==> src/rtl/mtimer_unit.sv <==
// mtimer_unit: CLINT-style machine timer / software interrupt unit.
// Owns mtime, mtimecmp and msip behind a single-outstanding request/busy slave.
// Optional feature macro: MTIMER_PRESCALE_EN (divides the mtime tick by PRESCALE).
module mtimer_unit #(
    parameter logic [31:0] BASE_ADDR = 32'hFFFF_FFE0,
    parameter logic [15:0] PRESCALE  = 16'd1
) (
    input  logic        CLK,
    input  logic        nRST,
    input  logic        ren,
    input  logic        wen,
    input  logic [31:0] addr,
    input  logic [31:0] wdata,
    input  logic [3:0]  byte_en,
    output logic [31:0] rdata,
    output logic        busy,
    output logic        error,
    output logic [63:0] mtime,
    output logic        timer_int,
    output logic        soft_int
);

    typedef enum logic {IDLE = 1'b0, RESP = 1'b1} state_t;

    state_t      state_q, state_d;
    logic [63:0] mtime_q, mtime_d;
    logic [63:0] mtimecmp_q, mtimecmp_d;
    logic        msip_q, msip_d;
    logic        timer_int_q, timer_int_d;
    logic [31:0] rdata_q, rdata_d;
    logic        error_q, error_d;

    logic        tick;
    logic        accept;
    logic        req_err;
    logic        do_write;
    logic        mtime_wr;
    logic        in_window;
    logic        sel_msip, sel_cmp_lo, sel_cmp_hi, sel_mt_lo, sel_mt_hi;
    logic [31:0] rd_val;

    // Byte-lane merge of write data into an existing 32-bit register value.
    function automatic logic [31:0] lane_merge(input logic [31:0] old_val,
                                               input logic [31:0] new_val,
                                               input logic [3:0]  be);
        logic [31:0] res;
        res = old_val;
        for (int unsigned i = 0; i < 4; i++) begin
            if (be[i]) res[8*i +: 8] = new_val[8*i +: 8];
        end
        return res;
    endfunction

    // Address decode; misaligned offsets match no register and therefore error.
    always_comb begin
        in_window  = (addr[31:5] == BASE_ADDR[31:5]);
        sel_msip   = in_window && (addr[4:0] == 5'h00);
        sel_cmp_lo = in_window && (addr[4:0] == 5'h08);
        sel_cmp_hi = in_window && (addr[4:0] == 5'h0C);
        sel_mt_lo  = in_window && (addr[4:0] == 5'h10);
        sel_mt_hi  = in_window && (addr[4:0] == 5'h14);
        req_err    = (ren & wen) |
                     ~(sel_msip | sel_cmp_lo | sel_cmp_hi | sel_mt_lo | sel_mt_hi);
        accept     = (state_q == IDLE) & (ren | wen);
        do_write   = accept & wen & ~req_err;
        mtime_wr   = do_write & (sel_mt_lo | sel_mt_hi);
    end

    // Read mux, sampled at the accept edge.
    always_comb begin
        rd_val = '0;
        if (sel_msip)   rd_val = {31'd0, msip_q};
        if (sel_cmp_lo) rd_val = mtimecmp_q[31:0];
        if (sel_cmp_hi) rd_val = mtimecmp_q[63:32];
        if (sel_mt_lo)  rd_val = mtime_q[31:0];
        if (sel_mt_hi)  rd_val = mtime_q[63:32];
    end

`ifdef MTIMER_PRESCALE_EN
    logic [15:0] pre_cnt_q, pre_cnt_d;

    assign tick = (pre_cnt_q == (PRESCALE - 16'd1));

    // Prescale counter: wraps after PRESCALE-1, restarts the phase on any mtime write.
    always_comb begin
        pre_cnt_d = tick ? '0 : pre_cnt_q + 16'd1;
        if (mtime_wr) pre_cnt_d = '0;
    end

    // Prescale counter register.
    always_ff @(posedge CLK or negedge nRST) begin
        if (!nRST) pre_cnt_q <= '0;
        else       pre_cnt_q <= pre_cnt_d;
    end
`else
    // PRESCALE has no effect without the prescaler: mtime ticks every cycle.
    assign tick = 1'b1 | (PRESCALE == 16'd0);
`endif

    // Next-state: FSM, response capture, register writes and mtime tick.
    always_comb begin
        state_d     = state_q;
        mtime_d     = tick ? mtime_q + 64'd1 : mtime_q;
        mtimecmp_d  = mtimecmp_q;
        msip_d      = msip_q;
        rdata_d     = '0;
        error_d     = 1'b0;
        timer_int_d = (mtime_q >= mtimecmp_q);

        case (state_q)
            IDLE: begin
                if (ren | wen) begin
                    state_d = RESP;
                    error_d = req_err;
                    if (ren & ~req_err) rdata_d = rd_val;
                end
            end
            RESP: state_d = IDLE;
            default: state_d = IDLE;
        endcase

        // A bus write to either mtime half replaces that cycle's increment.
        if (do_write) begin
            if (sel_msip && byte_en[0]) msip_d = wdata[0];
            if (sel_cmp_lo) mtimecmp_d[31:0]  = lane_merge(mtimecmp_q[31:0], wdata, byte_en);
            if (sel_cmp_hi) mtimecmp_d[63:32] = lane_merge(mtimecmp_q[63:32], wdata, byte_en);
            if (sel_mt_lo)  mtime_d = {mtime_q[63:32], lane_merge(mtime_q[31:0], wdata, byte_en)};
            if (sel_mt_hi)  mtime_d = {lane_merge(mtime_q[63:32], wdata, byte_en), mtime_q[31:0]};
        end
    end

    // State registers with asynchronous active-low reset.
    always_ff @(posedge CLK or negedge nRST) begin
        if (!nRST) begin
            state_q     <= IDLE;
            mtime_q     <= '0;
            mtimecmp_q  <= '1;
            msip_q      <= 1'b0;
            timer_int_q <= 1'b0;
            rdata_q     <= '0;
            error_q     <= 1'b0;
        end else begin
            state_q     <= state_d;
            mtime_q     <= mtime_d;
            mtimecmp_q  <= mtimecmp_d;
            msip_q      <= msip_d;
            timer_int_q <= timer_int_d;
            rdata_q     <= rdata_d;
            error_q     <= error_d;
        end
    end

    assign busy      = accept;
    assign rdata     = rdata_q;
    assign error     = error_q;
    assign mtime     = mtime_q;
    assign timer_int = timer_int_q;
    assign soft_int  = msip_q;

endmodule

==> config.mk <==
export PLATFORM = sky130hd
export DESIGN_NAME = mtimer_unit
export DESIGN_NICKNAME = d
export VERILOG_FILES = /design/src/rtl/mtimer_unit.sv
export SDC_FILE = /design/constraint.sdc
export NUM_CORES = 1
export LEC_CHECK = 0
export BUFFER_PORTS_ARGS = -buffer_cell sky130_fd_sc_hd__buf_2
export CAP_MARGIN = 10
export CORE_MARGIN = 4
export CORE_UTILIZATION = 50
export DETAILED_ROUTE_END_ITERATION = 8
export PLACE_DENSITY = 0.72
export SETUP_SLACK_MARGIN = 0.1
export SYNTH_ARGS = -nofsm -noshare
export SYNTH_HDL_FRONTEND = slang
export SYNTH_SLANG_ARGS = --single-unit
==> constraint.sdc <==
create_clock -name CLK -period 5.65 [get_ports CLK]
set_input_delay 0.565 -clock CLK [delete_from_list [all_inputs] [get_ports CLK]]
set_output_delay 0.565 -clock CLK [all_outputs]
set_load 0.005 [all_outputs]
==> impl_metrics.json, run 1 <==
{
  "core.rowCount": 52,
  "cp_max_fo": 41,
  "power.total_mw": 2.44,
  "yosysSeqAreaShare_pct": 40.7,
  "gp_congestion": 0.900,
  "antenna_found_initial": 0,
  "startpoint_type": "flop",
  "path_clk_slew_ns": 0.07,
  "maxCapViolCount": 0,
  "fp.dieW_um": 151,
  "synth_cell_type_count": 67,
  "crit_arrival_ns": 3.50,
  "synth_top_family_by_area": "simple AND/OR/NAND/NOR gates",
  "synth-edff-count": 0,
  "portBuffers": 171,
  "hold-worst-slack_ns": 0.0799,
  "dp.final_hpwl_mm": 22.1,
  "cts-buffers-inserted": 17,
  "n_fill_cell": 1793,
  "slew_viol_final": 0,
  "cts_root_buffer": "clkbuf_16",
  "cts_tree": "yes",
  "dr.pass1.iters": 5,
  "final_nets": 1407,
  "final_area_mm2": 0.0119,
  "grt_overflow": 0,
  "synth_top_area_share_pct": 24.3,
  "slowest_stage": "nand2_1",
  "finalSetupTns_ns": 0,
  "syn_avg_cell_area_um2": 9.21,
  "cts_max_path_buffers": 2,
  "ant_nets": 0,
  "setup_viol": 0,
  "mostFrequentLayoutCell": "buf_2",
  "grt_max_degree": 87,
  "synth-xor-area-share_pct": 0,
  "critical_path.top_delay_family": "simple AND/OR/NAND/NOR gates",
  "io_pins": 172,
  "finalWirelength_mm": 30.9,
  "worstPathCellList": "or3b_2 > nor2_1 > and3_1 > buf_4 > nand2_1 > nand4_1 > o21ai_0 > a21oi_1",
  "area_delta_synth_final_pct": 15.8,
  "grt_most_used_layer": "met2",
  "synth_area_mm2": 0.0103,
  "synth_fa_ha_area_share_pct": 8.00,
  "die_y_um": 151,
  "period_needed_ns": 3.14,
  "cts_htree_levels": 4,
  "end_kind": "flop",
  "grt_pass1_vias": 9183,
  "track_usage_pct": 27.5,
  "synthTopCellsByArea": "dfrtp_1 (24%), dfstp_2 (16%), mux2_2 (9.7%)",
  "n_antenna_cell": 0,
  "grt_util_met3_pct": 4.49,
  "worstPathRequired_ns": 6.00,
  "synthCells": 1117,
  "leakage_nw": 5.14,
  "use_met2_pct": 43.6,
  "first_iter_violations": 1052,
  "cts_hold_buf": 0,
  "peakVddDrop_mv": 0.202,
  "coreArea_mm2": 0.0202,
  "final_cell_mix": "buf_2 (169), nand2_1 (118), dfrtp_1 (100), mux2_2 (89), nor2_1 (89)",
  "synth_nets": 1254,
  "layout-drive-gt1-share_pct": 30.3,
  "vias_per_cell": 6.06,
  "powerDensity_mw_per_mm2": 204,
  "grt_pass1_wl_mm": 49.6,
  "slowest_delay_ns": 0.76,
  "async_reset_ff_share_pct": 100,
  "synth_seq_cells": 164,
  "tightest_slew_ns": 1.09,
  "drc": 0,
  "cts_sinks": 164,
  "clkLatencyLatePin_ns": 0.43,
  "synth_compound_area_share_pct": 16.6,
  "dieArea_mm2": 0.0229,
  "period_share_pct": 55.6,
  "cts_resized": 0,
  "vias": 9404,
  "skew_ns": 0.00689,
  "maxSlewHeadroom_pct": 27.4,
  "postLayoutCoreUtil_pct": 58.9,
  "rsz0062_at_grt": "no",
  "met1_usage_pct": 38.5,
  "placed_area_mm2": 0.0113,
  "min_path_type": "in -> async",
  "status": "complete, no violations",
  "path_class": "reg -> reg",
  "initial_utilization_pct": 50.8,
  "fmax_mhz": 318,
  "yosysWarnings": 0,
  "synthFlopType": "dfrtp_1",
  "synth_top_area_cell": "dfrtp_1",
  "finalHoldViolCount": 0,
  "synthSimpleGateAreaFrac_pct": 19.3,
  "wl_per_cell_um": 19.9,
  "crit_buf_inv": 1,
  "post_cts_buffers": 0,
  "synth.area.mux_share_pct": 10.6
}
[per-layer routing]
metal	part of all wire, %	vias to the layer above
met5	0	-
met4	2.1	0
met3	7.0	45
met2	47	368
met1	44	4626
li1	-	4365
[cell families after synthesis]
kind of cell | after synthesis
buffers and inverters | 120
muxes | 98
adders and majority gates | 66
AOI/OAI and AO/OA | 279
and+or+nand+nor | 390
DFF | 164
[where the power goes]
group	total, mW	leakage [nW]	switching [mW]	internal (mW)
registers	1.18	1.91	0.000947	1.18
logic	0.109	2.97	0.0752	0.0338
clock network	1.15	0.261	0.499	0.649
[flip-flops by register name, summed over array words and instances (netlist names)]
register / flops
error: 1
soft_int: 1
mtimecmp_q: 64
timer_int: 1
state_q: 1
mtime: 64
rdata: 32
[cell type report]
type / instances / area (um2) / area share, %
Inverter: 75 / 282 / 2.36
Clock buffer: 19 / 433 / 3.63
Sequential cell: 164 / 4180 / 35.1
Clock inverter: 12 / 134 / 1.12
Tap cell: 270 / 338 / 2.84
Multi-Input combinational cell: 833 / 5620 / 47.2
Timing Repair Buffer: 179 / 925 / 7.76
[synth_stat cells, drive strengths merged, types with 2 or more instances]
library cell / number
a2111oi: 2
a211o: 4
a211oi: 14
a21o: 9
a21oi: 75
a221o: 2
a22o: 3
a22oi: 32
a311oi: 5
a31oi: 8
and2: 2
and3: 21
and4: 4
buf: 16
clkbuf: 29
dfrtp: 100
dfstp: 64
ha: 65
inv: 75
mux2: 89
mux2i: 9
nand2: 119
nand2b: 4
nand3: 54
nand4: 32
nor2: 99
nor2b: 5
nor3: 24
nor4: 12
o211ai: 9
o21a: 7
o21ai: 87
o21bai: 2
o22ai: 8
o31ai: 2
or3: 6
or4: 2
[path summary, 6_finish.rpt]
| path | slack, ns | to | cells past startpoint | start |
|---|---|---|---|---|
| setup / recovery | 2.51 | mtime[19] | 8 | state_q |
| hold / removal | 0.08 | rdata[22] | 1 | nRST |
| setup reg to reg | 2.51 | mtime[19] | 8 | state_q |
| hold reg to reg | 0.49 | error | 1 | state_q |
| max in group asynchronous | 4.37 | mtime[35] | 2 | nRST |
| min in group CLK | 0.42 | mtime[63] | 3 | wdata[31] |
[metrics by stage]
| stage | worst slack (ns) | std cells |
|---|---|---|
| finish | 2.51 | 1552 |
| global route | 2.32 | 1552 |
| CTS | 2.59 | 1552 |
| detailed placement | 2.33 | 1521 |
| global placement | 2.43 | 1521 |
| floorplan | 3.24 | 1117 |
No activity file was read; power rests on OpenSTA's default activity.
==> run 2: changes to the inputs <==
==> constraint.sdc (replaced) <==
create_clock -name CLK -period 3 [get_ports CLK]
set_input_delay 0.3 -clock CLK [delete_from_list [all_inputs] [get_ports CLK]]
set_output_delay 0.3 -clock CLK [all_outputs]
set_load 0.005 [all_outputs]
==> impl_metrics.json, run 2 (same netlist as run 1, synthesis figures left out) <==
{
  "n_fill_cell": 1755,
  "antenna_found_initial": 0,
  "slew_viol_final": 0,
  "startpoint_type": "flop",
  "grt_pass1_wl_mm": 49.7,
  "post_cts_buffers": 0,
  "vias": 9492,
  "skew_ns": 0.00979,
  "slowest_delay_ns": 0.45,
  "status": "complete, no violations",
  "cts-buffers-inserted": 17,
  "drc": 0,
  "setup_viol": 0,
  "layout-drive-gt1-share_pct": 31.6,
  "coreArea_mm2": 0.0202,
  "peakVddDrop_mv": 0.354,
  "min_path_type": "in -> reg",
  "fin_cells": 1579,
  "final_nets": 1433,
  "maxSlewHeadroom_pct": 53.0,
  "final_cell_mix": "buf_2 (169), nand2_1 (118), dfrtp_1 (100), mux2_2 (89), nor2_1 (89)",
  "portBuffers": 171,
  "rsz0062_at_grt": "no",
  "ant_nets": 0,
  "grt_pass1_vias": 9193,
  "cp_max_fo": 6,
  "worstPathRequired_ns": 3.32,
  "mostFrequentLayoutCell": "buf_2",
  "gp_congestion": 0.906,
  "die_y_um": 151,
  "crit_arrival_ns": 3.13,
  "vias_per_cell": 6.01,
  "hp-start": "wdata[6]",
  "dieArea_mm2": 0.0229,
  "area_delta_synth_final_pct": 17.8,
  "cts_htree_levels": 4,
  "cp_common_cell": "o21ai_0",
  "cts_max_path_buffers": 2,
  "timing.rr.start": "mtime[0]",
  "postLayoutCoreUtil_pct": 59.9,
  "end_kind": "flop",
  "clkLatencyLatePin_ns": 0.44,
  "tightest_slew_ns": 0.705,
  "multiInputGateArea_mm2": 0.00562,
  "dp.final_hpwl_mm": 22.4,
  "fmax_mhz": 356,
  "cts_sinks": 164,
  "maxCapViolCount": 0,
  "leakage_nw": 5.28,
  "critical_path.top_delay_family": "compound AO/OA/AOI/OAI gates",
  "period_share_pct": 93.7,
  "finalWirelength_mm": 31.2,
  "fp.dieW_um": 151,
  "period_needed_ns": 2.81,
  "path_class": "reg -> reg",
  "core.rowCount": 52,
  "power.total_mw": 4.51,
  "powerDensity_mw_per_mm2": 373,
  "path_clk_slew_ns": 0.07,
  "rrSetupSlack_ns": 0.19,
  "finalSetupTns_ns": 0,
  "finalHoldViolCount": 0,
  "crit_buf_inv": 1,
  "initial_utilization_pct": 50.8,
  "critPathLaunch": "mtime[0]",
  "dp_cells": 1546,
  "dr.pass1.iters": 6,
  "first_iter_violations": 1002,
  "wl_per_cell_um": 19.7,
  "grt_overflow": 0,
  "track_usage_pct": 27.6,
  "n_antenna_cell": 0,
  "seq_area_mm2": 0.00418,
  "worstPathCellList": "inv_1 > ha_1 > nand2b_1 > a211o_1 > a21oi_1 > o21ai_0 > a2111oi_1 > o21ai_0 > a221o_1",
  "io_pins": 172,
  "slowest_stage": "dfrtp_1",
  "cts_root_buffer": "clkbuf_16",
  "cts_tree": "yes",
  "grt_max_degree": 121
}
-- run 2: stage by stage --
stage | area (um2) | worst slack (ns) | hold slack (ns)
after floorplan | 10300 | 0.707 | 0.00441
after global placement | 11600 | 0.318 | 0.369
after detailed placement | 11600 | 0.301 | 0.366
after CTS | 12100 | 0.225 | 0.130
after global routing | 12100 | 0.145 | 0.132
final | 12100 | 0.188 | 0.140
-- run 2: routing by layer --
layer	vias to the layer above	wire length, um	global-route usage (%)
met1	4549	13500	38.6
met4	0	857	8.93
met2	446	14400	43.2
li1	4432	-	-
met5	-	0	0
met3	65	2450	5.54
-- run 2: final timing paths --
check | to | depth (start not counted)
min reg2reg | error | 1
min in group asynchronous | rdata[20] | 2
max | timer_int | 9
max in group asynchronous | mtimecmp_q[49] | 3
min | mtime[38] | 3
max reg2reg | timer_int | 9
-- run 2: tightest hold or removal path: cells and delay by family --
kind	cells	cell delay [ns]
and+or+nand+nor	1	0.05
AOI/OAI and AO/OA	1	0.07
buffers and inverters	1	0.12
-- run 2: where the power goes --
group	total (mW)	switching, mW	leakage (nW)	internal [mW]
Combinational	0.212	0.144	3.11	0.0680
Clock	2.08	0.945	0.262	1.14
Sequential	2.22	0.00179	1.91	2.22
Total	4.51	1.09	5.28	3.42
-- run 2: timing repair --
item | 4_1_cts | 5_1_grt
setup endpoints to repair | 0 | 1
endpoints found under the hold margin | 45 | 0
hold buffers | 1 | 0
resized for setup | 0 | 1
-- run 2: area by class of cell --
| cell class | count | share of cell area (%) |
|---|---|---|
| clock buffers | 19 | 3.57 |
| repair buffers | 205 | 9.47 |
| inverters | 75 | 2.32 |
| multi-input cells | 833 | 46.4 |
| flip-flops and latches | 164 | 34.5 |
| clock inverters | 13 | 0.930 |
| well taps | 270 | 2.79 |
==> run 3: changes to the inputs <==
--- a/config.mk
+++ b/config.mk
@@ -10,6 +10,7 @@
 export CORE_MARGIN = 4
 export CORE_UTILIZATION = 50
 export DETAILED_ROUTE_END_ITERATION = 8
+export GPL_TIMING_DRIVEN = 0
 export PLACE_DENSITY = 0.72
 export SETUP_SLACK_MARGIN = 0.1
 export SYNTH_ARGS = -nofsm -noshare
==> impl_metrics.json, run 3 (same netlist as run 1, synthesis figures left out) <==
{
  "powerDensity_mw_per_mm2": 380,
  "timing.rr.start": "mtimecmp_q[17]",
  "dr.pass1.iters": 8,
  "die_y_um": 151,
  "skew_ns": 0.0100,
  "final_cell_mix": "buf_2 (179), nand2_1 (118), dfrtp_1 (100), nor2_1 (89), mux2_2 (89)",
  "ant_nets": 0,
  "layout-drive-gt1-share_pct": 30.7,
  "path_class": "reg -> reg",
  "vias": 9757,
  "antenna_found_initial": 0,
  "min_path_type": "in -> reg",
  "wl_per_cell_um": 21.0,
  "clkLatencyLatePin_ns": 0.43,
  "period_share_pct": 94.0,
  "cts_tree": "yes",
  "finalWirelength_mm": 33.5,
  "cts_root_buffer": "clkbuf_16",
  "core.rowCount": 52,
  "routed.top_layer": "met4",
  "gp_congestion": 0.947,
  "grt_max_degree": 84,
  "grt_overflow": 0,
  "dp.final_hpwl_mm": 24.8,
  "fmax_mhz": 355,
  "wl_met3_mm": 2.94,
  "cts_htree_levels": 4,
  "final_nets": 1450,
  "met1_length_mm": 14.0,
  "setup_viol": 0,
  "rsz0062_at_grt": "no",
  "cp_max_fo": 2,
  "status": "complete, no violations",
  "path_clk_slew_ns": 0.07,
  "tightest_slew_ns": 0.846,
  "finalHoldViolCount": 0,
  "leakage_nw": 5.28,
  "cts_sinks": 164,
  "first_iter_violations": 1117,
  "dieArea_mm2": 0.0229,
  "slew_viol_final": 0,
  "wl_met2_mm": 15.2,
  "peakVddDrop_mv": 0.335,
  "grt_pass1_wl_mm": 52.0,
  "period_needed_ns": 2.82,
  "n_fill_cell": 1789,
  "startpoint_type": "flop",
  "coreArea_mm2": 0.0202,
  "fp.dieW_um": 151,
  "critPathLaunch": "mtimecmp_q[17]",
  "portBuffers": 171,
  "cts-buffers-inserted": 17,
  "worstPathRequired_ns": 3.30,
  "hp-start": "wdata[15]",
  "maxCapViolCount": 0,
  "track_usage_pct": 29.5,
  "cts_max_path_buffers": 2,
  "n_antenna_cell": 0,
  "grt_pass1_vias": 9345,
  "mostFrequentLayoutCell": "buf_2",
  "hold-worst-slack_ns": 0.158,
  "drc": 0,
  "power.total_mw": 4.62,
  "initial_utilization_pct": 50.8,
  "io_pins": 172,
  "area_delta_synth_final_pct": 18.3,
  "end_kind": "flop",
  "crit_arrival_ns": 3.12,
  "vias_per_cell": 6.11,
  "maxSlewHeadroom_pct": 43.6
}
run 3: power breakdown:
part	switching (mW)	internal, mW
Sequential	0.00182	2.22
Combinational	0.156	0.0692
Clock	0.959	1.22
Total	1.12	3.50
run 3: what timing repair did:
action | 4_1_cts | 5_1_grt
setup endpoints to repair | 8 | 25
pin swaps | 0 | 1
endpoints found under the hold margin | 45 | 0
gates resized for setup | 2 | 12
hold buffers | 1 | 0
setup buffers | 0 | 4
run 3: metal layers:
metal  vias to the layer above  global-route usage [%]
li1                       4452                       -
met1                      4721                    41.0
met2                       487                    45.9
met3                        97                    5.06
met4                         0                    11.9
met5                         -                       0
run 3: final cells by class:
class / instances / area, um2 / area share [%]
multi-input combinational: 833 / 5650 / 46.4
inverter: 75 / 282 / 2.31
timing repair buffer: 177 / 933 / 7.67
sequential: 164 / 4180 / 34.4
buffer: 45 / 211 / 1.74
tap: 270 / 338 / 2.78
clock buffer: 22 / 474 / 3.90
clock inverter: 10 / 96.3 / 0.792
run 3: worst paths after layout:
path                            slack (ns)  depth (start not counted)             end
worst max-delay path                  0.18                          9       timer_int
min in group asynchronous             0.45                          2       rdata[20]
worst min-delay path                  0.16                          2  mtimecmp_q[15]
max in group asynchronous             1.68                          3  mtimecmp_q[58]
worst min register to register        0.48                          1           error
worst max register to register        0.18                          9       timer_int
run 3: stage by stage:
step	utilization (%)	area (um2)	instances	worst slack [ns]	setup TNS [ns]
CTS	59.8	12100	1592	0.00713	0
floorplan	-	10300	1117	0.707	0
global route	60.1	12200	1596	0.0483	0
finish	60.1	12200	1596	0.180	0
global placement	56.7	11500	1558	-0.986	-97.22
detailed placement	56.9	11500	1559	-0.158	-0.240
run 3: worst max-delay path, stage by stage, from the launching register on:
cell and delay [ns]:
dfstp_2 0.53, inv_1 0.05, ha_1 0.28, a21oi_1 0.18, o21ai_1 0.13, a221o_1 0.44, a21o_1 0.24, a2111oi_2 0.28
o21ai_2 0.18, a221o_1 0.37
